### config.mk
export PLATFORM = sky130hd
export DESIGN_NAME = oh_clockdiv_bank
export DESIGN_NICKNAME = d
export VERILOG_FILES = /design/src/rtl/oh_clockdiv_bank.sv
export SDC_FILE = /design/constraint.sdc
export NUM_CORES = 1
export LEC_CHECK = 0
export CAP_MARGIN = 25
export CORE_ASPECT_RATIO = 1.1
export CORE_UTILIZATION = 25
export DETAILED_ROUTE_END_ITERATION = 6
export SYNTH_ARGS = -nofsm -noshare
export SYNTH_HDL_FRONTEND = slang
export SYNTH_SLANG_ARGS = --single-unit
### constraint.sdc
create_clock -name i_clk -period 2 [get_ports i_clk]
set_clock_uncertainty 0.05 [all_clocks]
set_input_delay 0.3 -clock i_clk [delete_from_list [all_inputs] [get_ports i_clk]]
set_output_delay 0.3 -clock i_clk [all_outputs]
set_load 0.02 [all_outputs]
### src/rtl/oh_clockdiv_bank.sv
`default_nettype none
// ==== oh_clockdiv_bank : N-channel programmable clock divider bank with shadowed config (rev 1.0) ====
module oh_clockdiv_bank #(
   parameter int N  = 4,
   parameter int DW = 8
) (
   input  logic            i_clk,
   input  logic            i_nreset,
   input  logic [N-1:0]    i_en,
   input  logic            i_sync,
   input  logic [N-1:0]    i_cfg_load,
   input  logic [N*DW-1:0] i_cfg_div,
   input  logic [N*DW-1:0] i_cfg_rise,
   input  logic [N*DW-1:0] i_cfg_fall,
   output logic [N-1:0]    o_clkout,
   output logic [N-1:0]    o_clkrise,
   output logic [N-1:0]    o_clkfall,
   output logic [N-1:0]    o_pending,
   output logic [N-1:0]    o_running
);

   localparam logic [1:0] S_IDLE  = 2'd0;
   localparam logic [1:0] S_RUN   = 2'd1;
   localparam logic [1:0] S_DRAIN = 2'd2;

   for (genvar gi = 0; gi < N; gi++) begin : g_ch
      logic [DW-1:0] r_div, r_rise, r_fall;
      logic [DW-1:0] r_sdiv, r_srise, r_sfall;
      logic [DW-1:0] r_cnt;
      logic [1:0]    r_state;
      logic          r_pend;
      logic          r_out;

      logic          w_active;
      logic          w_wrap;
      logic          w_apply;
      logic          w_start;
      logic [DW-1:0] w_div_eff;
      logic [DW-1:0] w_cnt_nxt;
      logic          w_out_nxt;

      assign w_active  = (r_state != S_IDLE);
      assign w_wrap    = w_active && (r_cnt == r_div);
      // Shadow only reaches the active set at a period boundary or while idle.
      assign w_apply   = r_pend && (!w_active || w_wrap);
      assign w_div_eff = w_apply ? r_sdiv : r_div;
      assign w_start   = i_en[gi] && (w_div_eff != '0);
      assign w_cnt_nxt = w_wrap ? '0 : r_cnt + 1'b1;
      // Fall has priority so rise==fall keeps the output low.
      assign w_out_nxt = (r_cnt == r_fall) ? 1'b0 :
                         (r_cnt == r_rise) ? 1'b1 : r_out;

      always_ff @(posedge i_clk or negedge i_nreset) begin
         if (!i_nreset) begin
            r_div   <= '0;
            r_rise  <= '0;
            r_fall  <= '0;
            r_sdiv  <= '0;
            r_srise <= '0;
            r_sfall <= '0;
            r_cnt   <= '0;
            r_state <= S_IDLE;
            r_pend  <= 1'b0;
            r_out   <= 1'b0;
         end else begin
            if (i_cfg_load[gi]) begin
               r_sdiv  <= i_cfg_div[gi*DW +: DW];
               r_srise <= i_cfg_rise[gi*DW +: DW];
               r_sfall <= i_cfg_fall[gi*DW +: DW];
               r_pend  <= 1'b1;
            end else if (w_apply) begin
               r_pend  <= 1'b0;
            end

            if (w_apply) begin
               r_div  <= r_sdiv;
               r_rise <= r_srise;
               r_fall <= r_sfall;
            end

            case (r_state)
               S_IDLE: begin
                  r_cnt <= '0;
                  r_out <= 1'b0;
                  if (w_start) r_state <= S_RUN;
               end
               S_RUN: begin
                  if (i_sync) begin
                     r_cnt <= '0;
                     r_out <= 1'b0;
                  end else begin
                     r_cnt <= w_cnt_nxt;
                     r_out <= w_out_nxt;
                  end
                  if (w_wrap && (w_div_eff == '0)) begin
                     r_state <= S_IDLE;
                     r_cnt   <= '0;
                     r_out   <= 1'b0;
                  end else if (!i_en[gi]) begin
                     r_state <= S_DRAIN;
                  end
               end
               S_DRAIN: begin
                  if (i_sync || (w_wrap && !w_start)) begin
                     r_state <= S_IDLE;
                     r_cnt   <= '0;
                     r_out   <= 1'b0;
                  end else begin
                     r_cnt <= w_cnt_nxt;
                     r_out <= w_out_nxt;
                     if (i_en[gi]) r_state <= S_RUN;
                  end
               end
               default: r_state <= S_IDLE;
            endcase
         end
      end

      assign o_clkout[gi]  = r_out;
      assign o_pending[gi] = r_pend;
      assign o_running[gi] = w_active;
      assign o_clkrise[gi] = w_active && (r_cnt == r_rise) && (r_rise != r_fall);
      assign o_clkfall[gi] = w_active && (r_cnt == r_fall);
   end

endmodule
`default_nettype wire

==> out/qor.log, run 1 <==
qor: clock_network.cts_root_buf sky130_fd_sc_hd__clkbuf_16
qor: power.p_leak 0.007731 uW
qor: worst_setup_path.required 1.65 ns
qor: detailed_routing.drcViolationCount 0
qor: logic_synthesis.ys_seq_area_share 49.80%
qor: worst_setup_path.crit_path_end_kind output pin
qor: logic_synthesis.synth_nets 1098
qor: sta.setup_repair_after_global_routing_missed_its_margin true
qor: global_routing.number_of_antenna_violations_at_the_first_check_in_global_routing 4
qor: worst_setup_path.crit_path_top_delay_cell sky130_fd_sc_hd__dfrtp_1
qor: worst_setup_path.crit_path_start_kind flip-flop
qor: worst_setup_path.cp_max_fo 2
qor: clock_network.maximum_clock_path_buffer_count 3
qor: detailed_routing.detail_route.iter0.violations 308
qor: hold_path.hold_path.class in -> async
qor: logic_synthesis.synth.avg_cell_area 12.46 um2
qor: placed_design.dp_hpwl 20.81 mm
qor: sta.final-hold-violation-count 0
qor: power.power.density 1337 nW/um2
qor: final_layout.final_cells 1918
qor: global_routing.globalRoute.totalOverflow 0
qor: logic_synthesis.synthDominantAreaCellType sky130_fd_sc_hd__dfrtp_1
qor: logic_synthesis.mappedNetlistArea 12060 um2
qor: logic_synthesis.synth_cell_types 62
qor: final_layout.multi_input_area 6326 um2
qor: placed_design.place_congestion 0.8345
qor: worst_setup_path.critPathKind reg -> out
qor: global_routing.grt_start_max_net_pins 61
qor: logic_synthesis.yosys_most_used_dff sky130_fd_sc_hd__dfrtp_1
qor: clock_network.clock_network_latency_to_the_later_pin_of_the_worst_skew_pair 0.56 ns
qor: clock_network.clkTransAtPathRegs 0.06 ns
qor: logic_synthesis.share_of_yosys_cell_area_claimed_by_the_top_area_cell_type 49.80%
qor: die.floorplan_die_height 232.3 um
qor: logic_synthesis.yosysWarningCount 0
qor: detailed_routing.wl 30.13 mm
qor: job.max_cap_viol_count 0
qor: final_layout.design.final.nets 1383
qor: sta.fin_crit_sh 116.3%
qor: die.io_pins 127
qor: final_layout.area.sequential 6007 um2
qor: worst_setup_path.worst_endpoint_data_arrival_time 1.98 ns
qor: placed_design.io_buffers 126
qor: sta.max_freq 0.4298 GHz
qor: clock_network.cts-buffers-inserted 28
qor: detailed_routing.route.antenna.remaining_nets 0
qor: status.failing_checks negative setup slack
qor: status.status finished, violations left
qor: logic_synthesis.ys_seq_elements 240
qor: detailed_routing.wl_per_cell 15.71 um
qor: logic_synthesis.synth-edff-count 0
qor: die.starting_density_of_the_core 25.27%
qor: detailed_routing.detail_route.vias_per_cell 4.365
qor: global_routing.grt_util_all_layers 11.91%
qor: final_layout.fill_cells 4703
qor: logic_synthesis.post_synthesis_cell_count 968
qor: sta.final-setup-viol-count 86
qor: sta.timing_worst_slew_pin_value 0.4616 ns
qor: worst_setup_path.crit_chain xor2_2 > nor4_2 > buf_4 > and3_4 > buf_6
qor: sta.final.min_clock_period 2.327 ns
qor: sta.finalWorstSetupSlack -0.3269 ns
qor: die.std_cell_rows 84
qor: die.dieWidth 211.4 um
qor: logic_synthesis.yosys.cell_count.top_type sky130_fd_sc_hd__dfrtp_1
qor: final_layout.diodes 0
qor: detailed_routing.route.vias.total 8373
qor: sta.max_slew_margin 69.23%
qor: die.coreArea 47720 um2
qor: worst_setup_path.timing.critical_path.max_delay_family simple AND/OR/NAND/NOR gates
qor: global_routing.grt_first_pass_wirelength 46.85 mm
qor: clock_network.cts_max_level 1
qor: worst_setup_path.crit_buf_inv 2
qor: clock_network.number_of_sinks_handled_by_clock_tree_synthesis 240
qor: detailed_routing.first_pass_iters 4
qor: logic_synthesis.synthTopCellsByCount sky130_fd_sc_hd__dfrtp_1 (240), sky130_fd_sc_hd__mux2_2 (176), sky130_fd_sc_hd__xor2_1 (100)
qor: final_layout.postLayoutCoreUtil 36.18%
qor: die.die-area 49120 um2
qor: placed_design.dp_worst_setup_slack -0.4407 ns
qor: logic_synthesis.synth-async-reset-ratio 100.0%
qor: sta.timing.final.max_slew_violations 0
qor: global_routing.first_global_vias 8945
qor: power.vdd.ir_drop.worst 0.7166 mV
qor: worst_setup_path.critical-path-max-stage-delay 0.43 ns
qor: logic_synthesis.post_synth_main_area_contributors sky130_fd_sc_hd__dfrtp_1 (50%), sky130_fd_sc_hd__mux2_2 (16%), sky130_fd_sc_hd__xor2_1 (7.3%), sky130_fd_sc_hd__xnor2_1 (2.7%), sky130_fd_sc_hd__mux2_4 (2.5%)
qor: placed_design.numPlacedInstances 1827
qor: clock_network.cts_tree built
qor: final_layout.post_route_cells_drive_above_1_share 43.52%
qor: final_layout.area_growth_syn_to_layout 43.14%
-- metal layers --
metal / up-vias / global-route usage (%) / share of wire, %
met5: - / 0 / 0.13
met4: 6 / 3.691 / 2.4
met3: 60 / 2.935 / 5.3
met2: 138 / 21.23 / 51
met1: 4188 / 13.93 / 42
li1: 3981 / - / -
-- kinds of logic after synthesis --
| logic type | after synthesis | synth area share (%) |
|---|---|---|
| muxes | 200 | 19.26 |
| adders and majority gates | 23 | 2.386 |
| AOI/OAI and AO/OA | 102 | 6.246 |
| and+or+nand+nor | 172 | 8.093 |
| buffers and inverters | 94 | 4.264 |
| DFF | 240 | 49.80 |
| xor gates and xnor gates | 137 | 9.950 |
-- cells in the final DEF (no fill, tap or decap), types with 6 or more instances in the layout --
cell type,synthesis,layout
sky130_fd_sc_hd__nand2_1,26,26
sky130_fd_sc_hd__nand3_1,16,16
sky130_fd_sc_hd__a22o_1,6,6
sky130_fd_sc_hd__mux2_2,176,129
sky130_fd_sc_hd__a21o_1,9,9
sky130_fd_sc_hd__buf_12,2,11
sky130_fd_sc_hd__nor4_1,38,22
sky130_fd_sc_hd__nand4_1,8,8
sky130_fd_sc_hd__xnor2_1,37,18
sky130_fd_sc_hd__a21oi_1,16,13
sky130_fd_sc_hd__and3_1,14,12
sky130_fd_sc_hd__buf_6,2,39
sky130_fd_sc_hd__nor2b_1,7,6
sky130_fd_sc_hd__clkdlybuf4s50_1,0,107
sky130_fd_sc_hd__xnor2_2,0,18
sky130_fd_sc_hd__clkbuf_16,0,33
sky130_fd_sc_hd__xor2_1,100,94
sky130_fd_sc_hd__nor4_2,0,16
sky130_fd_sc_hd__dfrtp_1,240,239
sky130_fd_sc_hd__a31oi_1,7,6
sky130_fd_sc_hd__inv_2,0,6
sky130_fd_sc_hd__o21bai_1,8,8
sky130_fd_sc_hd__buf_4,14,152
sky130_fd_sc_hd__inv_1,22,15
sky130_fd_sc_hd__nor2_1,19,16
sky130_fd_sc_hd__mux2_4,20,67
sky130_fd_sc_hd__nor3_2,0,6
sky130_fd_sc_hd__ha_1,23,19
sky130_fd_sc_hd__nand2b_1,11,11
sky130_fd_sc_hd__nor3_1,13,6
sky130_fd_sc_hd__nor3b_1,6,6
sky130_fd_sc_hd__o21ai_0,13,13
-- layout make-up --
class / count / area share [%]
Clock buffer: 37 / 4.668
Clock inverter: 13 / 0.7973
Inverter: 22 / 0.4929
Multi-Input combinational cell: 634 / 36.65
Sequential cell: 240 / 34.80
Tap cell: 645 / 4.675
Timing Repair Buffer: 327 / 17.92
-- path summary, 6_finish.rpt --
path	from	endpoint	slack [ns]	cells after the start
worst max-delay path	g_ch[0].r_fall[4]	o_clkfall[0]	-0.33	5
worst min-delay path	i_nreset	g_ch[3].r_sdiv[3]	0.22	2
worst max register to register	g_ch[1].r_cnt[2]	g_ch[1].r_rise[1]	-0.08	9
worst min register to register	g_ch[0].r_sfall[2]	g_ch[0].r_fall[2]	0.45	1
max in group asynchronous	i_nreset	g_ch[2].r_srise[2]	0.97	3
min in group i_clk	i_cfg_fall[12]	g_ch[1].r_sfall[4]	0.30	2
-- worst reg2reg max path: stages, from the launching register on --
cell and delay [ns]:
sky130_fd_sc_hd__dfrtp_1 0.39, sky130_fd_sc_hd__buf_4 0.15, sky130_fd_sc_hd__buf_6 0.12, sky130_fd_sc_hd__xnor2_1 0.12
sky130_fd_sc_hd__nand4_1 0.11, sky130_fd_sc_hd__buf_4 0.14, sky130_fd_sc_hd__nor2_4 0.05, sky130_fd_sc_hd__o21ai_4 0.30
sky130_fd_sc_hd__buf_6 0.21, sky130_fd_sc_hd__mux2_2 0.34
-- state kept, by name, indices dropped and copies added, names as in the netlist --
signal,count
g_ch.r_div,32
g_ch.r_out,4
g_ch.r_rise,32
g_ch.r_srise,32
g_ch.r_sfall,32
g_ch.r_fall,32
g_ch.r_cnt,32
g_ch.r_state,8
g_ch.r_sdiv,32
g_ch.r_pend,4
-- through the flow --
stage                     instance area, um2  hold slack [ns]  power, uW  TNS, ns
final                                  17260           0.2183      23070   -5.169
after CTS                              16440           0.1934      21870   -4.304
after detailed placement               15030           0.2140      15810   -4.856
after global placement                 15030           0.2052      15630   -4.035
after global routing                   17260           0.2122      24480   -13.65
after floorplan                        12060         -0.04559      12750        0
-- report_power, final --
part           switching (uW)  total (uW)  internal [uW]  leakage [uW]
clock                    2110        5200           3090      0.000458
combinational            4180       10200           6010       0.00438
sequential               1440        7680           6240       0.00289
total                    7730       23100          15300       0.00773
-- repair_timing --
item / CTS / global route
endpoints found under the hold margin: 49 / 0
gates cloned: 1 / 7
setup endpoints to repair: 76 / 141
buffers inserted: 14 / 29
resized for setup: 140 / 130
hold buffers: 1 / 0
pin swaps: 22 / 45
(Power assumes the default switching activity.)
==> run 2, diff against run 1 <==
--- a/config.mk
+++ b/config.mk
@@ -5,10 +5,13 @@
 export SDC_FILE = /design/constraint.sdc
 export NUM_CORES = 1
 export LEC_CHECK = 0
+export ABC_AREA = 1
 export CAP_MARGIN = 25
 export CORE_ASPECT_RATIO = 1.1
 export CORE_UTILIZATION = 25
 export DETAILED_ROUTE_END_ITERATION = 6
+export SLEW_MARGIN = 5
 export SYNTH_ARGS = -nofsm -noshare
 export SYNTH_HDL_FRONTEND = slang
 export SYNTH_SLANG_ARGS = --single-unit
+export TNS_END_PERCENT = 5
==> run 2 against run 1 <==
The flow still finishes with violations (negative setup slack). Highest routed layer unchanged. Sequential power shrank 7.8%. Synthesized area up 2.4%. Global-route usage rose by 0.21 points.
==> out/qor.log, run 2 <==
qor: status.status finished, violations left
qor: status.failing_checks negative setup slack
qor: placed_design.dp_hpwl 23.27 mm [+12%]
qor: global_routing.grt_util_all_layers 12.12% [+0.21 points]
qor: worst_setup_path.crit_path_start_kind flip-flop
qor: sta.timing.final.max_slew_violations 0 [unchanged]
qor: detailed_routing.drcViolationCount 0 [unchanged]
qor: die.die-area 50290 um2 [+2.4%]
qor: job.max_cap_viol_count 0 [unchanged]
qor: die.std_cell_rows 85 [+1.2%]
qor: hold_path.hold_path.class in -> async
qor: logic_synthesis.synthTopCellsByCount sky130_fd_sc_hd__nand2_1 (402), sky130_fd_sc_hd__inv_1 (245), sky130_fd_sc_hd__dfrtp_1 (240)
qor: final_layout.post_route_cells_drive_above_1_share 22.09% [-21 points]
qor: detailed_routing.wl 30.88 mm [+2.5%]
qor: logic_synthesis.synth-edff-count 0 [unchanged]
qor: final_layout.multi_input_area 5310 um2 [-16%]
qor: final_layout.design.final.nets 1940 [+40%]
qor: worst_setup_path.critical-path-max-stage-delay 0.41 ns [-0.02 ns]
qor: final_layout.post-route-cell-area 16960 um2 [-1.7%]
qor: sta.final-setup-viol-count 37 [-57%]
qor: worst_setup_path.most_frequent_cp_cell sky130_fd_sc_hd__nand2_1
qor: logic_synthesis.synth.avg_cell_area 8.173 um2 [-34%]
qor: placed_design.numPlacedInstances 2421 [+33%]
qor: worst_setup_path.crit_path_end_kind output pin
qor: placed_design.io_buffers 126 [unchanged]
qor: die.floorplan_die_height 235.1 um [+1.2%]
qor: logic_synthesis.yosysWarningCount 0 [unchanged]
qor: sta.setup_repair_after_global_routing_missed_its_margin true
qor: logic_synthesis.post_synthesis_cell_count 1511 [+56%]
qor: logic_synthesis.ys_seq_elements 240 [unchanged]
qor: worst_setup_path.worst_endpoint_data_arrival_time 2.12 ns [+0.14 ns]
qor: final_layout.area_growth_syn_to_layout 37.36%
qor: global_routing.grt_start_max_net_pins 61 [unchanged]
qor: sta.timing_worst_slew_pin_value 0.4764 ns [+0.01481 ns]
qor: final_layout.area.sequential 6011 um2 [about the same]
qor: logic_synthesis.yosys_most_used_dff sky130_fd_sc_hd__dfrtp_1
qor: clock_network.maximum_clock_path_buffer_count 3 [unchanged]
qor: worst_setup_path.timing.critical_path.max_delay_family compound AO/OA/AOI/OAI gates
qor: logic_synthesis.mappedNetlistArea 12350 um2 [+2.4%]
qor: sta.final.min_clock_period 2.473 ns [+0.1465 ns]
qor: die.coreArea 48820 um2 [+2.3%]
qor: clock_network.cts_tree built
qor: sta.final-hold-violation-count 0 [unchanged]
qor: worst_setup_path.crit_chain inv_1 > nand2_1 > a22oi_2 > nand4_1 > a2111oi_4 > nand2_1 > a21oi_2 > buf_4
qor: final_layout.final_cells 2482 [+29%]
qor: detailed_routing.detail_route.iter0.violations 390 [+27%]
qor: global_routing.first_global_vias 10468 [+17%]
qor: logic_synthesis.yosys.cell_count.top_type sky130_fd_sc_hd__nand2_1
qor: worst_setup_path.critPathKind reg -> out
qor: die.starting_density_of_the_core 25.30% [about the same]
qor: logic_synthesis.ys_seq_area_share 48.63% [-1.2 points]
qor: clock_network.clock_network_latency_to_the_later_pin_of_the_worst_skew_pair 0.54 ns [-0.02 ns]
qor: worst_setup_path.crit_buf_inv 2 [unchanged]
qor: clock_network.clkTransAtPathRegs 0.06 ns [about the same]
qor: die.dieWidth 213.9 um [+1.2%]
qor: detailed_routing.wl_per_cell 12.44 um [-21%]
qor: detailed_routing.first_pass_iters 5 [+1]
qor: worst_setup_path.critical_path.reg2reg.endpoint g_ch[0].r_out
qor: power.p_total 21700 uW [-5.9%]
qor: worst_setup_path.cp_max_fo 4 [+2]
qor: clock_network.number_of_sinks_handled_by_clock_tree_synthesis 240 [unchanged]
qor: sta.finalWorstSetupSlack -0.4734 ns [-0.1465 ns]
qor: logic_synthesis.share_of_yosys_cell_area_claimed_by_the_top_area_cell_type 48.63% [-1.2 points]
qor: logic_synthesis.synth_cell_types 45 [-27%]
qor: placed_design.detailed_place.area 15640 um2 [+4.1%]
qor: detailed_routing.route.antenna.remaining_nets 0 [unchanged]
qor: power.p_leak 0.008176 uW [+5.8%]
qor: detailed_routing.route.vias.total 10404 [+24%]
qor: clock_network.cts-buffers-inserted 27 [-3.6%]
qor: detailed_routing.detail_route.vias_per_cell 4.192 [-4.0%]
qor: logic_synthesis.synth-async-reset-ratio 100.0% [unchanged]
qor: worst_setup_path.required 1.65 ns [about the same]
qor: sta.max_freq 0.4043 GHz [-5.9%]
qor: sta.max_slew_margin 67.42% [-1.8 points]
qor: logic_synthesis.synthDominantAreaCellType sky130_fd_sc_hd__dfrtp_1
qor: final_layout.layout.cells.most_common sky130_fd_sc_hd__nand2_1
qor: worst_setup_path.r2r_setup_slack -0.28 ns [-0.20 ns]
qor: power.vdd.ir_drop.worst 0.5872 mV [-18%]
qor: clock_network.cts_root_buf sky130_fd_sc_hd__clkbuf_16
qor: global_routing.globalRoute.totalOverflow 0 [unchanged]
qor: final_layout.layout.cells.most_common_list sky130_fd_sc_hd__nand2_1 (384), sky130_fd_sc_hd__dfrtp_1 (236), sky130_fd_sc_hd__inv_1 (234)
qor: logic_synthesis.synth_nets 1641 [+49%]
qor: global_routing.number_of_antenna_violations_at_the_first_check_in_global_routing 1 [-3]
qor: worst_setup_path.crit_path_top_delay_cell sky130_fd_sc_hd__dfrtp_1
qor: clock_network.cts_max_level 1 [unchanged]
qor: power.power.density 1279 nW/um2 [-4.3%]
qor: die.io_pins 127 [unchanged]
qor: final_layout.fill_cells 4951 [+5.3%]
qor: worst_setup_path.reg2reg_from g_ch[0].r_cnt[4]
qor: logic_synthesis.post_synth_main_area_contributors sky130_fd_sc_hd__dfrtp_1 (49%), sky130_fd_sc_hd__nand2_1 (12%), sky130_fd_sc_hd__inv_1 (7.4%), sky130_fd_sc_hd__o21ai_0 (6.9%), sky130_fd_sc_hd__xnor2_1 (4.2%)
qor: placed_design.place_congestion 0.8320 [-0.30%]
qor: global_routing.grt_first_pass_wirelength 50.70 mm [+8.2%]
qor: sta.fin_crit_sh 123.7% [+7.3 points]
qor: worst_setup_path.r2r_cells 20 [+11]
==> run 2: cell types whose count changed in the layout (fill, tap and decap cells not counted), sizes merged, moves of 16 or more <==
cell   delta
nand3    +44
nor2     +40
and3     -16
o21ai   +165
o22ai    +19
inv     +232
mux2    -195
nor4     -36
buf      +16
nand2   +396
xnor2    +22
xor2     -67
==> run 2: cells by family (layout without fill, tap and decap cells) <==
kind of cell,count (synthesis),after routing,synth area share [%]
adders and majority gates,23,23,2.330
xor gates and xnor gates,92,92,6.525
AOI/OAI and AO/OA,240,240,10.62
buffers and inverters,325,642,11.03
muxes,1,1,0.09118
other,0,1,0
DFF,240,240,48.63
and+or+nand+nor,590,591,20.77
==> run 2: per-layer routing <==
layer	vias to the layer above	track usage, %	wire length, um	part of all wire [%]
li1	5296	-	-	-
met4	2	3.837	699	2.3
met3	53	2.106	1250	4.0
met1	4904	14.35	13250	43
met5	-	0	13	0.042
met2	149	22.05	15660	51
==> run 2: report_power, final <==
part	total (uW)	internal, uW	switching (uW)
logic	9570	4590	4990
clock network	5050	3020	2030
registers	7080	6130	946
total	21700	13700	7960
==> run 2: timing repair <==
| action | in CTS | in global routing |
|---|---|---|
| gates cloned | 0 | 1 |
| gates resized for setup | 93 | 88 |
| setup endpoints to repair | 37 | 94 |
| hold endpoints to repair | 215 | 0 |
| setup buffers | 1 | 10 |
| pin swaps | 10 | 30 |
| hold buffers | 1 | 0 |
==> run 2: stage by stage <==
stage               worst slack, ns  hold WS, ns  utilization, %  TNS [ns]
floorplan                   0.01895     -0.04559               -         0
global placement            -0.5487       0.1677           32.04    -5.363
detailed placement          -0.6507       0.1662           32.04    -6.175
CTS                         -0.5764       0.1740           34.07    -6.249
global route                -0.6504       0.2037           34.74    -12.73
finish                      -0.4734       0.1861           34.75    -7.271
==> run 2: how the worst max path moves through the flow <==
stage,startpoint,endpoint,slack [ns],depth (start not counted)
after CTS,g_ch[3].r_cnt[0],o_clkrise[3],-0.58,8
after floorplan,g_ch[3].r_cnt[0],o_clkrise[3],0.02,7
after detailed placement,g_ch[3].r_cnt[0],o_clkrise[3],-0.65,8
after global placement,g_ch[0].r_cnt[0],o_clkrise[0],-0.55,9
final,g_ch[3].r_cnt[0],o_clkrise[3],-0.47,8
after global routing,g_ch[3].r_cnt[1],o_clkrise[3],-0.65,8
==> run 2: worst register-to-register path, delay by kind of cell (launching register included) <==
kind	cells	cell delay, ns
simple gates	15	1.24
buf+inv	4	0.43
flops	1	0.42
compound gates	1	0.05
==> run 2: area by class of cell <==
type	instances	share of cell area, %
clock inverters	10	0.8040
repair buffers	341	17.56
multi-input cells	947	31.30
well taps	652	4.809
diodes	1	0.01475
inverters	253	5.613
clock buffers	38	4.463
flip-flops and latches	240	35.44
==> run 3, diff against run 2 <==
--- a/config.mk
+++ b/config.mk
@@ -9,6 +9,7 @@
 export CAP_MARGIN = 25
 export CORE_ASPECT_RATIO = 1.1
 export CORE_UTILIZATION = 25
+export CTS_CLUSTER_DIAMETER = 200
 export DETAILED_ROUTE_END_ITERATION = 6
 export SLEW_MARGIN = 5
 export SYNTH_ARGS = -nofsm -noshare
==> constraint.sdc (replaced) <==
create_clock -name i_clk -period 2.6 [get_ports i_clk]
set_clock_uncertainty 0.05 [all_clocks]
set_input_delay 0.39 -clock i_clk [delete_from_list [all_inputs] [get_ports i_clk]]
set_output_delay 0.39 -clock i_clk [all_outputs]
set_load 0.02 [all_outputs]
==> run 3 against run 2 <==
The run still ends with negative setup slack left. Power down 29%. First-iteration DRC count increased by 25%. Core utilization fell by 2.6 points. Clock-buffer cell count fell by 1. Hold slack better by 0.17 ns. Non-clock buffer count down 143. Critical endpoint is now o_clkrise[0]. Worst setup slack gained 0.46 ns. Highest routed layer is now met4.
==> out/qor.log, run 3 (synthesized netlist as in run 2, its figures left out) <==
qor: status.status finished, violations left
qor: status.failing_checks negative setup slack
qor: power.p_leak 0.007483 uW [-8.5%]
qor: worst_setup_path.crit_path_top_delay_cell sky130_fd_sc_hd__dfrtp_1
qor: power.power.density 977.9 nW/um2 [-24%]
qor: power.p_total 15360 uW [-29%]
qor: clock_network.number_of_sinks_handled_by_clock_tree_synthesis 240 [unchanged]
qor: sta.max_slew_margin 50.37% [-17 points]
qor: die.starting_density_of_the_core 25.30% [unchanged]
qor: sta.setup_repair_after_global_routing_missed_its_margin true
qor: detailed_routing.wl_per_cell 12.60 um [+1.3%]
qor: die.dieWidth 213.9 um [unchanged]
qor: worst_setup_path.worst_endpoint_data_arrival_time 2.17 ns [+0.05 ns]
qor: sta.final.min_clock_period 2.610 ns
qor: final_layout.area.sequential 6011 um2 [unchanged]
qor: placed_design.detailed_place.area 14590 um2 [-6.7%]
qor: global_routing.first_global_vias 10101 [-3.5%]
qor: detailed_routing.route.vias.total 9838 [-5.4%]
qor: clock_network.clkTransAtPathRegs 0.06 ns [about the same]
qor: global_routing.grt_util_all_layers 11.80% [-0.31 points]
qor: global_routing.grt_first_pass_wirelength 49.58 mm [-2.2%]
qor: clock_network.cts_tree built
qor: worst_setup_path.crit_path_end_kind output pin
qor: clock_network.clock_network_latency_to_the_later_pin_of_the_worst_skew_pair 0.54 ns [about the same]
qor: global_routing.globalRoute.totalOverflow 0 [unchanged]
qor: worst_setup_path.crit_path_start_kind flip-flop
qor: final_layout.postLayoutCoreUtil 32.18% [-2.6 points]
qor: detailed_routing.wl 29.46 mm [-4.6%]
qor: detailed_routing.route.antenna.remaining_nets 0 [unchanged]
qor: worst_setup_path.critPathKind reg -> out
qor: detailed_routing.detail_route.vias_per_cell 4.208 [+0.38%]
qor: final_layout.fill_cells 5093 [+2.9%]
qor: detailed_routing.detail_route.iter0.violations 486 [+25%]
qor: final_layout.multi_input_area 5095 um2 [-4.1%]
qor: detailed_routing.first_pass_iters 6 [+1]
qor: final_layout.post-route-cell-area 15710 um2 [-7.4%]
qor: clock_network.cts_max_level 1 [unchanged]
qor: final_layout.layout.cells.most_common sky130_fd_sc_hd__nand2_1
qor: job.max_cap_viol_count 0 [unchanged]
qor: global_routing.number_of_antenna_violations_at_the_first_check_in_global_routing 0 [-1]
qor: sta.timing_worst_slew_pin_value 0.7437 ns [+0.2673 ns]
qor: final_layout.diodes 0 [-1]
qor: worst_setup_path.timing.critical_path.max_delay_family compound AO/OA/AOI/OAI gates
qor: final_layout.design.final.nets 1796 [-7.4%]
qor: die.std_cell_rows 85 [unchanged]
qor: hold_path.hold_path.class in -> reg
qor: sta.final-hold-violation-count 0 [unchanged]
qor: placed_design.io_buffers 126 [unchanged]
qor: sta.max_freq 0.3832 GHz
qor: worst_setup_path.cp_max_fo 3 [-1]
qor: die.die-area 50290 um2 [unchanged]
qor: clock_network.cts-buffers-inserted 27 [unchanged]
qor: global_routing.grt_start_max_net_pins 87 [+43%]
qor: clock_network.maximum_clock_path_buffer_count 3 [unchanged]
qor: placed_design.numPlacedInstances 2286 [-5.6%]
qor: final_layout.layout.cells.most_common_list sky130_fd_sc_hd__nand2_1 (400), sky130_fd_sc_hd__inv_1 (242), sky130_fd_sc_hd__dfrtp_1 (236)
qor: die.coreArea 48820 um2 [unchanged]
qor: placed_design.place_congestion 0.8331 [+0.13%]
qor: sta.fin_crit_sh 100.4%
qor: worst_setup_path.crit_buf_inv 3 [+1]
qor: sta.finalHoldWorstSlack 0.3574 ns [+0.1713 ns]
qor: power.vdd.ir_drop.worst 0.4422 mV [-25%]
qor: placed_design.dp_hpwl 22.07 mm [-5.1%]
qor: die.io_pins 127 [unchanged]
qor: final_layout.area_growth_syn_to_layout 27.19%
qor: final_layout.post_route_cells_drive_above_1_share 12.75% [-9.3 points]
qor: final_layout.final_cells 2338 [-5.8%]
qor: worst_setup_path.critical-path-max-stage-delay 0.40 ns [about the same]
qor: clock_network.cts_root_buf sky130_fd_sc_hd__clkbuf_16
qor: worst_setup_path.crit_chain inv_2 > nand2_2 > a22oi_2 > nand4_1 > a2111oi_2 > buf_4 > nand2_4 > a21oi_4 > buf_6
qor: sta.timing.final.max_slew_violations 0 [unchanged]
qor: detailed_routing.drcViolationCount 0 [unchanged]
qor: sta.finalWorstSetupSlack -0.009817 ns [+0.4635 ns]
qor: die.floorplan_die_height 235.1 um [unchanged]
qor: sta.final-setup-viol-count 1 [-97%]
qor: worst_setup_path.required 2.16 ns [+0.51 ns]
[run 3: cell count changes in the layout (fill, tap and decap cells not counted), sizes merged]
cell / change
nand2: -1
diode: -1
clkinvlp: +2
clkdlybuf4s15: -1
bufinv: +3
clkinv: -3
dlygate4sd2: -1
clkbuf: -1
clkdlybuf4s50: +4
buf: -145
[run 3: layer usage]
metal	global-route usage (%)	routed length, um	part of all wire [%]	up-vias
li1	-	-	-	5009
met1	14.81	13180	45	4642
met2	20.88	14510	49	142
met3	1.499	1090	3.7	45
met4	3.793	677	2.3	0
met5	0	0	0	-
[run 3: worst reg2reg max path, delay by kind of cell, from the launching register on]
family	cells	cell delay, ns
compound gates	2	0.29
simple gates	13	1.11
flops	1	0.45
xor+xnor	1	0.15
buf+inv	1	0.18
[run 3: final cells by class]
cell class	count	share of cell area [%]
clock buffers	37	4.986
clock inverters	12	1.418
inverters	253	6.046
multi-input cells	946	32.44
flip-flops and latches	240	38.27
well taps	652	5.194
repair buffers	198	11.65
[run 3: final timing paths]
kind                                    from                 end  slack, ns  cells past startpoint
max                        g_ch[0].r_rise[0]        o_clkrise[0]      -0.01                      9
min                           i_cfg_rise[18]  g_ch[2].r_srise[2]       0.36                      3
max reg2reg                 g_ch[2].r_cnt[2]       g_ch[2].r_out       0.26                     17
min reg2reg                g_ch[3].r_rise[1]   g_ch[3].r_rise[1]       0.46                      2
max in group asynchronous           i_nreset  g_ch[3].r_srise[5]       1.39                      3
min in group asynchronous           i_nreset  g_ch[0].r_sfall[4]       0.41                      2
[run 3: power breakdown]
| part | switching [uW] | internal, uW |
|---|---|---|
| registers | 910 | 4710 |
| clock network | 1600 | 2700 |
| logic | 3170 | 2270 |
[run 3: repair_timing]
action	4_1_cts	5_1_grt
endpoints found under the setup margin	12	7
setup buffers	2	0
hold buffers	1	0
pin swaps	0	4
endpoints found under the hold margin	79	0
gates resized for setup	60	20
[run 3: stage by stage]
stage / worst slack (ns) / TNS [ns]
CTS: -0.1349 / -0.2145
detailed placement: -0.08293 / -0.1214
finish: -0.009817 / -0.009817
global placement: -0.03786 / -0.06743
floorplan: 0.4965 / 0
global route: -0.1685 / -0.3904
